**config.mk**
```make
export PLATFORM = sky130hd
export DESIGN_NAME = apb_master_bridge
export DESIGN_NICKNAME = d
export VERILOG_FILES = /design/src/rtl/apb_master_bridge.sv
export SDC_FILE = /design/constraint.sdc
export NUM_CORES = 1
export LEC_CHECK = 0
export ABC_CLOCK_PERIOD_IN_PS = 3900
export BUFFER_PORTS_ARGS = -buffer_cell sky130_fd_sc_hd__buf_4
export CORE_MARGIN = 10
export CORE_UTILIZATION = 48
export CTS_BUF_LIST = sky130_fd_sc_hd__clkbuf_8
export DETAILED_ROUTE_END_ITERATION = 8
export GPL_TIMING_DRIVEN = 0
export PLACE_DENSITY = 0.79
export SETUP_SLACK_MARGIN = 0.05
export SYNTH_ARGS = -nofsm -noshare
export SYNTH_HDL_FRONTEND = slang
export SYNTH_SLANG_ARGS = --single-unit
```
**constraint.sdc**
```tcl
create_clock -name pclk -period 3.9 [get_ports pclk]
set_input_delay 0.78 -clock pclk [delete_from_list [all_inputs] [get_ports pclk]]
set_output_delay 0.78 -clock pclk [all_outputs]
set_load 0.02 [all_outputs]
```
**src/rtl/apb_master_bridge.sv**
```systemverilog
// APB4 requester: turns a valid/ready command stream into single APB transfers and returns a one-entry response.
// Optional ACCESS-phase timeout is enabled by defining APB_MASTER_TIMEOUT_EN.
module apb_master_bridge #(
  parameter int DATA_WIDTH     = 32,
  parameter int ADDR_WIDTH     = 32,
  parameter int TIMEOUT_CYCLES = 256
) (
  input  logic                    pclk,
  input  logic                    preset,
  input  logic                    cmd_valid,
  output logic                    cmd_ready,
  input  logic                    cmd_write,
  input  logic [ADDR_WIDTH-1:0]   cmd_addr,
  input  logic [DATA_WIDTH-1:0]   cmd_wdata,
  input  logic [DATA_WIDTH/8-1:0] cmd_strb,
  input  logic [2:0]              cmd_prot,
  output logic                    rsp_valid,
  input  logic                    rsp_ready,
  output logic [DATA_WIDTH-1:0]   rsp_rdata,
  output logic                    rsp_err,
  output logic [ADDR_WIDTH-1:0]   paddr,
  output logic [2:0]              pprot,
  output logic                    psel,
  output logic                    penable,
  output logic                    pwrite,
  output logic [DATA_WIDTH-1:0]   pwdata,
  output logic [DATA_WIDTH/8-1:0] pstrb,
  input  logic                    pready,
  input  logic [DATA_WIDTH-1:0]   prdata,
  input  logic                    pslverr
);

  localparam int STRB_W = DATA_WIDTH / 8;

  typedef enum logic [1:0] {
    IDLE   = 2'd0,
    SETUP  = 2'd1,
    ACCESS = 2'd2
  } state_e;

  state_e                  state_q, state_d;
  logic [ADDR_WIDTH-1:0]   paddr_q, paddr_d;
  logic [2:0]              pprot_q, pprot_d;
  logic                    psel_q, psel_d;
  logic                    penable_q, penable_d;
  logic                    pwrite_q, pwrite_d;
  logic [DATA_WIDTH-1:0]   pwdata_q, pwdata_d;
  logic [STRB_W-1:0]       pstrb_q, pstrb_d;
  logic                    rsp_valid_q, rsp_valid_d;
  logic [DATA_WIDTH-1:0]   rsp_rdata_q, rsp_rdata_d;
  logic                    rsp_err_q, rsp_err_d;

`ifdef APB_MASTER_TIMEOUT_EN
  localparam int CNT_W = $clog2(TIMEOUT_CYCLES + 1);
  logic [CNT_W-1:0] wait_cnt_q, wait_cnt_d;
`else
  localparam int unused_timeout_lp = TIMEOUT_CYCLES;
`endif

  // Slot is free or draining this edge; never ready while in reset or mid-transfer.
  assign cmd_ready = ~preset & (state_q == IDLE) & (~rsp_valid_q | rsp_ready);

  always_comb begin
    state_d     = state_q;
    paddr_d     = paddr_q;
    pprot_d     = pprot_q;
    psel_d      = psel_q;
    penable_d   = penable_q;
    pwrite_d    = pwrite_q;
    pwdata_d    = pwdata_q;
    pstrb_d     = pstrb_q;
    rsp_valid_d = rsp_valid_q;
    rsp_rdata_d = rsp_rdata_q;
    rsp_err_d   = rsp_err_q;
`ifdef APB_MASTER_TIMEOUT_EN
    wait_cnt_d  = wait_cnt_q;
`endif

    if (rsp_valid_q && rsp_ready) begin
      rsp_valid_d = 1'b0;
    end

    case (state_q)
      IDLE: begin
        if (cmd_valid && cmd_ready) begin
          paddr_d   = cmd_addr;
          pprot_d   = cmd_prot;
          pwrite_d  = cmd_write;
          pwdata_d  = cmd_wdata;
          pstrb_d   = cmd_write ? cmd_strb : '0;
          psel_d    = 1'b1;
          penable_d = 1'b0;
          state_d   = SETUP;
        end
      end
      SETUP: begin
        penable_d = 1'b1;
`ifdef APB_MASTER_TIMEOUT_EN
        wait_cnt_d = '0;
`endif
        state_d   = ACCESS;
      end
      ACCESS: begin
        if (pready) begin
          psel_d      = 1'b0;
          penable_d   = 1'b0;
          rsp_valid_d = 1'b1;
          rsp_rdata_d = pwrite_q ? '0 : prdata;
          rsp_err_d   = pslverr;
          state_d     = IDLE;
`ifdef APB_MASTER_TIMEOUT_EN
        end else if (wait_cnt_q == CNT_W'(TIMEOUT_CYCLES - 1)) begin
          // This wait cycle brings the count to the limit: abandon with an error.
          psel_d      = 1'b0;
          penable_d   = 1'b0;
          rsp_valid_d = 1'b1;
          rsp_rdata_d = '0;
          rsp_err_d   = 1'b1;
          state_d     = IDLE;
        end else begin
          wait_cnt_d  = wait_cnt_q + CNT_W'(1);
`endif
        end
      end
      default: begin
        psel_d    = 1'b0;
        penable_d = 1'b0;
        state_d   = IDLE;
      end
    endcase
  end

  always_ff @(posedge pclk or posedge preset) begin
    if (preset) begin
      state_q     <= IDLE;
      paddr_q     <= '0;
      pprot_q     <= 3'b000;
      psel_q      <= 1'b0;
      penable_q   <= 1'b0;
      pwrite_q    <= 1'b0;
      pwdata_q    <= '0;
      pstrb_q     <= '0;
      rsp_valid_q <= 1'b0;
      rsp_rdata_q <= '0;
      rsp_err_q   <= 1'b0;
`ifdef APB_MASTER_TIMEOUT_EN
      wait_cnt_q  <= '0;
`endif
    end else begin
      state_q     <= state_d;
      paddr_q     <= paddr_d;
      pprot_q     <= pprot_d;
      psel_q      <= psel_d;
      penable_q   <= penable_d;
      pwrite_q    <= pwrite_d;
      pwdata_q    <= pwdata_d;
      pstrb_q     <= pstrb_d;
      rsp_valid_q <= rsp_valid_d;
      rsp_rdata_q <= rsp_rdata_d;
      rsp_err_q   <= rsp_err_d;
`ifdef APB_MASTER_TIMEOUT_EN
      wait_cnt_q  <= wait_cnt_d;
`endif
    end
  end

  assign paddr     = paddr_q;
  assign pprot     = pprot_q;
  assign psel      = psel_q;
  assign penable   = penable_q;
  assign pwrite    = pwrite_q;
  assign pwdata    = pwdata_q;
  assign pstrb     = pstrb_q;
  assign rsp_valid = rsp_valid_q;
  assign rsp_rdata = rsp_rdata_q;
  assign rsp_err   = rsp_err_q;

endmodule

```
* Word-level counts from Yosys, hierarchy flattened
Cells that the tools add are included.
Operators by class: reduce and logical (&&, ||, !) cells 7, equality and inequality tests 4, mux-type cells 13, bitwise logic cells 6
Operator list (count):
- two-way mux 32 bit | 1
- two-way mux 1 bit | 6
- case mux 1 bit (3 select lines) | 2
- case mux 2 bit (3 select lines) | 1
- AND reduction 2 bit | 3
- two-way mux 2 bit | 2
- two-way mux 4 bit | 1
- inverter 1 bit | 3
- AND reduction 3 bit | 1
- AND 1 bit | 2
- equality test 2 x 1 -> 1 bit (second input constant) | 1
- equality test 2 bit (second input constant) | 1
- logical AND 1 bit | 2
- zero test 2 bit | 1
- != test 2 x 1 -> 1 bit (second input constant) | 1
- != test 2 bit (second input constant) | 1
- bitwise OR 1 bit | 1
Word-level totals: logic and storage cells 41, bits of input ports 110, flip-flop bits (word level) 110, output and inout bits 109

* Longest topological paths before layout
Gate-level depths: netlist (run 1).
word-level depth 6, mapped depth 5, mapped depth without buffers 4

* Worst setup path before layout (run 1)
OpenSTA, ideal clock, no wires.
path kind input port to output port, start point input rsp_ready, end point output cmd_ready, data arrival time 1.643 ns, buffers on the path 0, data required time 3.120 ns, stages 2, path slack 1.477 ns, cell sequence nand2b_1 nor4b_1
Between the ends: cells in the longest elaborated chain, start to end 2
RTL lines:
- start: declaration | RTL line 18 | input logic rsp_ready,
- bitwise OR 1 bit | RTL line 61 | assign cmd_ready = ~preset & (state_q == IDLE) & (~rsp_valid_q | rsp_ready);
- AND 1 bit | RTL line 61
- end: declaration | RTL line 11 | output logic cmd_ready,
Every way passes these cells.

* Final worst setup path (run 1)
Ends and elaborated chain as after synthesis.

==> results by stage, run 1 <==
Run status:
- The flow ran to the end, and the final reports show no timing, DRC or antenna violations.

Critical path:
- STA classifies the critical path startpoint as a primary input.
- In this run the worst path has a maximum fanout of 3.
- The category of the critical setup timing path is in2out.
- The critical path goes through buf_4 > nand2b_1 > nor4b_1 > buf_4.
- STA puts the critical path data arrival time at 1.46 ns.
- The worst setup path is captured at an output port.
- Among cell families on the critical path, the largest total delay comes from simple AND/OR/NAND/NOR gates.
- The number of buffer and inverter instances along the worst setup path is 2.
- At the worst endpoint, the required time is 3.12 ns.
- In this design, the critical path's most frequently occurring cell is sky130_fd_sc_hd__buf_4.
- The maximum single-stage delay on the critical path is 0.24 ns.
- The slowest library cell on the worst path is sky130_fd_sc_hd__nor4b_1.

Yosys:
- The mean cell area of the mapped netlist is 14.5 sq um.
- The count of distinct cell types in the synthesized netlist is 18.
- Synthesis produced a netlist whose cell count is 316.
- The cell taking the most area after synthesis is sky130_fd_sc_hd__dfrtp_1.
- Summing the sequential cell areas from Yosys gives 59.6% of the chip area.
- The total of flip-flops plus latches after synthesis is 109.
- The net count after synthesis is 426.
- By area the synthesized netlist is led by sky130_fd_sc_hd__dfrtp_1 60%, sky130_fd_sc_hd__mux2_4 21%, sky130_fd_sc_hd__nand2b_1 4.6%.
- The number of synthesis warnings is 0.
- Summed over its instances, the top area cell type makes up 59.6% of the synthesized netlist area.
- The synthesized netlist occupies a cell area of 4570 sq um.

Drt:
- The overall routed net length is 12.5 mm.
- The count of vias placed by the detailed router is 3203.
- The first routing iteration left 114 violations.
- The wire length per cell is 18.4 microns.
- The DRC violation count after routing is 0.
- The count of TritonRoute iterations in the first routing pass is 4.
- Using the TritonRoute via totals, the vias-per-cell ratio works out to 4.71.
- The count of nets left with antenna violations once routing finished came out at 0.

Pwr:
- The design draws 4.70 mW.
- The analysis attributes to cell leakage a power of 3.31 nW.
- The worst vdd rail ir drop is 0.000386 V.
- The total power divided by cell area is 714 nW/um^2.

Global routing:
- The number of global-route vias before repair is 3719.
- The number of antenna violations at the first check in global routing is 0.
- The pin count of the biggest net entering global routing is 66.
- The total overflow left after global routing is 0.
- The first global-routing pass estimated 20.3 mm of wire.
- The overall routing resource usage is 18.1%.

Floorplanning:
- The area of the die is 13800 sq um.
- For this design the top-level I/O count stands at 219.
- The die span in x is 118 microns.
- The core outline area is 9240 sq um.
- The floorplan has 35 rows.
- Once the floorplan was initialized, standard cells occupied 49.5% of the core.
- The floorplan step set the die height to 118 microns.

Place:
- The post-detailed-placement half-perimeter wirelength is 10.0 mm.
- Routability-driven placement finished with a final weighted congestion of 0.765.
- Once placement finished, the instance area stood at 6390 sq um.
- In this run the tool buffered the top-level ports with 218 buffer cells.

STA:
- The period utilization is 57.3%.
- The worst slack on hold paths is 0.497 ns.
- The setup clock skew after layout is 0.0101 ns.
- Setup repair after global routing left no endpoint under its margin.
- Static timing analysis puts the maximum clock frequency at 447 MHz.
- Subtracting the final worst setup slack from the clock period gives 2.24 ns.
- The worst pin sits at a relative slew slack of 46.1%.
- The final hold violation count is 0.
- Adding up every negative setup slack in the final design gives 0 ns.
- The number of pins exceeding their max-slew limit in the final report was 0.
- For the pin with the worst max-slew slack, the measured transition is 0.808 ns.
- The count of final setup violators is 0.

Final layout:
- The combined flip-flop and latch cell area is 2730 sq um.
- The layout overhead on the synthesized area is 44.0%.
- The number of filler cells placed in the layout is 667.
- For this run, the post-layout net count is 656.
- The library cell used most frequently in the layout, excluding fill and tap cells, is sky130_fd_sc_hd__buf_4.
- The area taken by multi-input logic gates is 1630 sq um.
- The diode insertion count for antenna repair is 0.
- The library cells used most frequently in the layout, excluding fill and tap cells, are 218 x sky130_fd_sc_hd__buf_4, 109 x sky130_fd_sc_hd__dfrtp_1, 65 x sky130_fd_sc_hd__mux2_4.
- The post-route netlist has 57.4% of its cells at a drive strength greater than 1.
- The finished cells cover 6590 sq um.

Min path:
- The worst min-delay path category is reg2reg.

Clock network:
- The clock tree from TritonCTS is built.
- The clock slew at the register clock pins of the worst setup and hold paths is 0.09 ns.
- The total CTS buffers is 9.
- The largest buffer count on any clock path is 2.
- Clock tree synthesis selected as its root buffer the cell sky130_fd_sc_hd__clkbuf_8.
- The number of sinks on the clock net is 109.
- Post-CTS repair changed the size of 0 cells.
- The level count of the clock H-tree is 3.
- After clock tree synthesis, the flow added hold-fix buffers numbering 0.
- The latest clock arrival within the worst-skew pair is 0.35 ns.
- The post-CTS repair timing setup buffer count is 0.

Run:
- The reported max-cap violation count is 0.
## synth_stat cells
cell type                  instances
sky130_fd_sc_hd__buf_1             1
sky130_fd_sc_hd__buf_12            7
sky130_fd_sc_hd__buf_2             5
sky130_fd_sc_hd__clkbuf_1          4
sky130_fd_sc_hd__dfrtp_1         109
sky130_fd_sc_hd__inv_1             5
sky130_fd_sc_hd__inv_8             1
sky130_fd_sc_hd__mux2_1            4
sky130_fd_sc_hd__mux2_4           65
sky130_fd_sc_hd__mux2i_1           5
sky130_fd_sc_hd__nand2_1          39
sky130_fd_sc_hd__nand2_2           1
sky130_fd_sc_hd__nand2b_1         34
sky130_fd_sc_hd__nand3b_1          1
sky130_fd_sc_hd__nor4b_1           1
sky130_fd_sc_hd__nor4b_2           1
sky130_fd_sc_hd__o21ai_0           1
sky130_fd_sc_hd__o21ai_1          32
## routing by layer
metal / global-route usage, % / vias to the layer above / routed length [microns]
li1: - / 1511 / -
met5: 0 / - / 0
met4: 6.96 / 0 / 311
met1: 19.9 / 1543 / 4920
met2: 31.5 / 126 / 6350
met3: 6.04 / 23 / 907
## registers in the layout, summed over array words and instances, names as in the netlist
name,cells
paddr,32
pwdata,32
rsp_rdata,32
pstrb,4
pprot,3
state_q,2
psel,1
pwrite,1
rsp_err,1
rsp_valid,1
## path summary, 6_finish.rpt
path | start | slack [ns] | cells after the start | endpoint
setup / recovery | rsp_ready | 1.66 | 4 | cmd_ready
hold / removal | paddr[31]$_DFFE_PP0P_ | 0.50 | 1 | paddr[31]$_DFFE_PP0P_
setup reg to reg | state_q[0]$_DFFE_PP0P_ | 2.26 | 5 | pwdata[16]$_DFFE_PP0P_
hold reg to reg | paddr[31]$_DFFE_PP0P_ | 0.50 | 1 | paddr[31]$_DFFE_PP0P_
max in group asynchronous | preset | 2.60 | 3 | pwdata[20]$_DFFE_PP0P_
min in group asynchronous | preset | 0.58 | 2 | paddr[5]$_DFFE_PP0P_
## power breakdown
part           internal (mW)  switching [mW]
registers               1.57           0.260
logic                   1.11            1.11
clock network          0.275           0.379
## worst register-to-register path, cell delays in order (launching register included)
cell and delay [ns]:
sky130_fd_sc_hd__dfrtp_1 0.44, sky130_fd_sc_hd__nor4b_2 0.31, sky130_fd_sc_hd__nand2_2 0.14, sky130_fd_sc_hd__inv_8 0.16, sky130_fd_sc_hd__buf_12 0.17, sky130_fd_sc_hd__mux2_4 0.31
## stage by stage
stage | worst slack [ns] | utilization (%) | cells
5_1_grt | 1.61 | 71.3 | 680
4_1_cts | 1.65 | 71.3 | 680
2_1_floorplan | 0.246 | - | 316
6_report | 1.66 | 71.3 | 680
3_5_place_dp | 1.65 | 69.2 | 664
3_3_place_gp | -0.957 | 69.0 | 663
## cell families after synthesis
group / synth area share, %
buf+inv: 4.68
simple gates: 8.67
flops: 59.6
mux: 23.4
compound gates: 3.61
## layout make-up
type	instances	share of cell area, %
buffer	17	2.79
clock buffer	11	2.30
clock inverter	5	0.608
inverter	6	0.494
multi-input combinational	184	24.8
sequential	109	41.4
tap	129	2.45
timing repair buffer	219	25.2
No activity file was read; power rests on OpenSTA's default activity.
==> run 2, diff against run 1 <==
--- a/config.mk
+++ b/config.mk
@@ -5,7 +5,7 @@
 export SDC_FILE = /design/constraint.sdc
 export NUM_CORES = 1
 export LEC_CHECK = 0
-export ABC_CLOCK_PERIOD_IN_PS = 3900
+export ABC_CLOCK_PERIOD_IN_PS = 2300
 export BUFFER_PORTS_ARGS = -buffer_cell sky130_fd_sc_hd__buf_4
 export CORE_MARGIN = 10
 export CORE_UTILIZATION = 48
==> constraint.sdc (replaced) <==
create_clock -name pclk -period 2.3 [get_ports pclk]
set_input_delay 0.46 -clock pclk [delete_from_list [all_inputs] [get_ports pclk]]
set_output_delay 0.46 -clock pclk [all_outputs]
set_load 0.02 [all_outputs]
==> results by stage, run 2 (same netlist as run 1, synthesis figures left out) <==
Global routing:
- The global-route wire length before repair is 19.9 mm (-1.8%).
- The global-route congestion overflow total is 0 (unchanged).
- The pin count of the biggest net entering global routing is 44 (-33%).
- The global routing met2 resource utilization was 28.6% (-3.0 points).
- The met1 capacity usage during global routing is 20.3% (+0.41 points).
- The number of global-route vias before repair was 3592 (-3.4%).
- The number of antenna violations at the first check in global routing came to 0 (unchanged).
- The met3 global-route usage came to 9.40% (+3.4 points).
- After global routing, the most crowded layer is met2.
- The overall routing resource usage is 17.8% (-0.28 points).

Critical path:
- The slowest library cell on the worst path is sky130_fd_sc_hd__dfrtp_1.
- The highest net fanout along the worst path came to 3 (unchanged).
- The number of buffer and inverter instances along the worst setup path is 1 (-1).
- The worst setup path is captured at an output port.
- The startpoint type of the worst setup path is a register.
- Among cell families on the critical path, the largest total delay comes from simple AND/OR/NAND/NOR gates.
- The arrival time reported for the critical path endpoint is 1.42 ns (-0.04 ns).
- The data required time of the worst path is 1.84 ns (-1.28 ns).
- The critical path is of the reg2out type.
- Walking the worst path, the cells encountered are nand2b_1 > nor4b_1 > buf_4.
- The maximum single-stage delay on the critical path came to 0.41 ns (+0.17 ns).

Final layout:
- The share of final-layout standard cells stronger than drive strength 1 was 57.2% (-0.10 points).
- The library cell used most frequently in the layout, excluding fill and tap cells, is sky130_fd_sc_hd__buf_4.
- Leaving out fill and tap cells, the most frequent cells in the layout are 218 x sky130_fd_sc_hd__buf_4, 109 x sky130_fd_sc_hd__dfrtp_1, 65 x sky130_fd_sc_hd__mux2_4.
- The final net count is 657 (+0.15%).
- The number of filler cells placed in the layout is 644 (-3.4%).
- The diode insertion count for antenna repair is 0 (unchanged).
- The final instance area is 6610 sq um (+0.42%).
- The layout overhead on the synthesized area is 44.6%.

Pwr:
- The total power divided by cell area is 1210 nW/um^2 (+70%).
- The total power draw is 8.03 mW (+71%).
- The worst vdd rail ir drop is 0.000676 V (+75%).
- The leakage power is 3.32 nW (+0.29%).

Clock network:
- The largest buffer count on any clock path is 2 (unchanged).
- The number of hold-repair buffers added at the cts stage was 0 (unchanged).
- The level count of the clock H-tree is 3 (unchanged).
- CTS placed an instance of sky130_fd_sc_hd__clkbuf_8 at the clock tree root.
- The count of cells resized by post-cts repair is 0 (unchanged).
- The number of sinks on the clock net is 109 (unchanged).
- The clock slew at the register clock pins of the worst setup and hold paths is 0.10 ns (about the same).
- The post-CTS repair timing setup buffer count was 0 (unchanged).
- The total CTS buffers is 9 (unchanged).
- TritonCTS built the clock tree.
- The latest clock arrival within the worst-skew pair is 0.36 ns (about the same).

Floorplanning:
- The die span in x is 118 microns (unchanged).
- The overall die height was 118 microns (unchanged).
- The initial standard-cell utilization of the core came to 49.5% (unchanged).
- The core outline area came to 9240 sq um (unchanged).
- The number of top-level design ports came to 219 (unchanged).
- The number of placement rows was 35 (unchanged).
- The area of the die is 13800 sq um (unchanged).

STA:
- The headroom to the max-slew limit is 46.8% (+0.68 points).
- Dividing the final minimum period by the clock period gives 81.6%.
- The transition time at the pin with the least slew margin is 0.796 ns (-0.0118 ns).
- The final hold violation count came to 0 (unchanged).
- The timing-limited maximum frequency is 533 MHz.
- Setup repair after global routing left no endpoint under its margin.
- The clock period minus final worst setup slack is 1.88 ns.
- The count of final setup violators was 0 (unchanged).
- The setup clock skew after layout is 0.0152 ns (+0.00506 ns).
- The setup TNS is 0 ns (unchanged).
- The number of pins exceeding their max-slew limit in the final report is 0 (unchanged).

Place:
- The total placed instance area is 6420 sq um (+0.33%).
- The post-detailed-placement half-perimeter wirelength is 9.91 mm (-0.89%).
- The number of buffers inserted by port buffering was 218 (unchanged).
- The final weighted congestion in routability-driven placement came to 0.765 (about the same).

Drt:
- The count of TritonRoute iterations in the first routing pass was 4 (unchanged).
- The wire length per cell is 18.5 microns (+0.79%).
- The detail-routed via count per cell is 4.75 (+0.82%).
- The count of vias placed by the detailed router is 3234 (+0.97%).
- The final antenna-violating net count is 0 (unchanged).
- The overall routed net length is 12.6 mm (+0.94%).
- The violation count after the first detailed-route iteration is 124 (+8.8%).
- The DRC violation count after routing was 0 (unchanged).

Min path:
- The worst min-delay path category is in2async.

Run status:
- The flow ran to the end, and the final reports show no timing, DRC or antenna violations.

Run:
- The reported max-cap violation count is 0 (unchanged).
==> run 2: worst paths after layout <==
check,from,end,slack [ns],cells past startpoint
min,preset,rsp_valid$_DFF_PP0_,0.26,2
min in group pclk,pslverr,rsp_err$_DFFE_PP0P_,0.31,2
max reg2reg,state_q[0]$_DFFE_PP0P_,pprot[2]$_DFFE_PP0P_,0.62,5
max in group asynchronous,preset,pwdata[21]$_DFFE_PP0P_,1.37,3
max,rsp_valid$_DFF_PP0_,cmd_ready,0.42,3
min reg2reg,rsp_rdata[3]$_DFFE_PP0P_,rsp_rdata[3]$_DFFE_PP0P_,0.50,2
==> run 2: worst register-to-register path, cell delays in order (launching register included) <==
cell                      delay [ns]
sky130_fd_sc_hd__dfrtp_1        0.45
sky130_fd_sc_hd__nor4b_2        0.33
sky130_fd_sc_hd__nand2_2        0.14
sky130_fd_sc_hd__inv_8          0.16
sky130_fd_sc_hd__buf_12         0.19
sky130_fd_sc_hd__mux2_4         0.31
==> run 2: area by class of cell <==
type	count	area, sq um	area share (%)
buffer	17	184	2.78
clock buffer	9	124	1.87
clock inverter	7	73.8	1.12
inverter	6	33.8	0.511
multi-input combinational	184	1630	24.7
sequential	109	2730	41.2
tap	129	161	2.44
timing repair buffer	220	1680	25.4
==> run 2: per-layer routing <==
| layer | up-vias | routed length (microns) |
|---|---|---|
| li1 | 1512 | - |
| met1 | 1567 | 4940 |
| met2 | 142 | 6000 |
| met3 | 13 | 1510 |
| met4 | 0 | 159 |
| met5 | - | 0 |
==> run 2: power breakdown <==
| part | internal, mW | leakage [nW] | switching (mW) |
|---|---|---|---|
| Sequential | 2.66 | 1.33 | 0.443 |
| Combinational | 1.89 | 1.89 | 1.88 |
| Clock | 0.511 | 0.105 | 0.645 |
==> run 2: stage by stage <==
stage / cells / util, % / hold WS (ns) / setup slack (ns)
finish: 681 / 71.6 / 0.257 / 0.424
global route: 681 / 71.6 / 0.281 / 0.292
CTS: 681 / 71.6 / 0.260 / 0.392
detailed placement: 665 / 69.4 / 0.473 / 0.488
global placement: 663 / 69.0 / 0.466 / -0.167
floorplan: 316 / - / 0.516 / 0.517
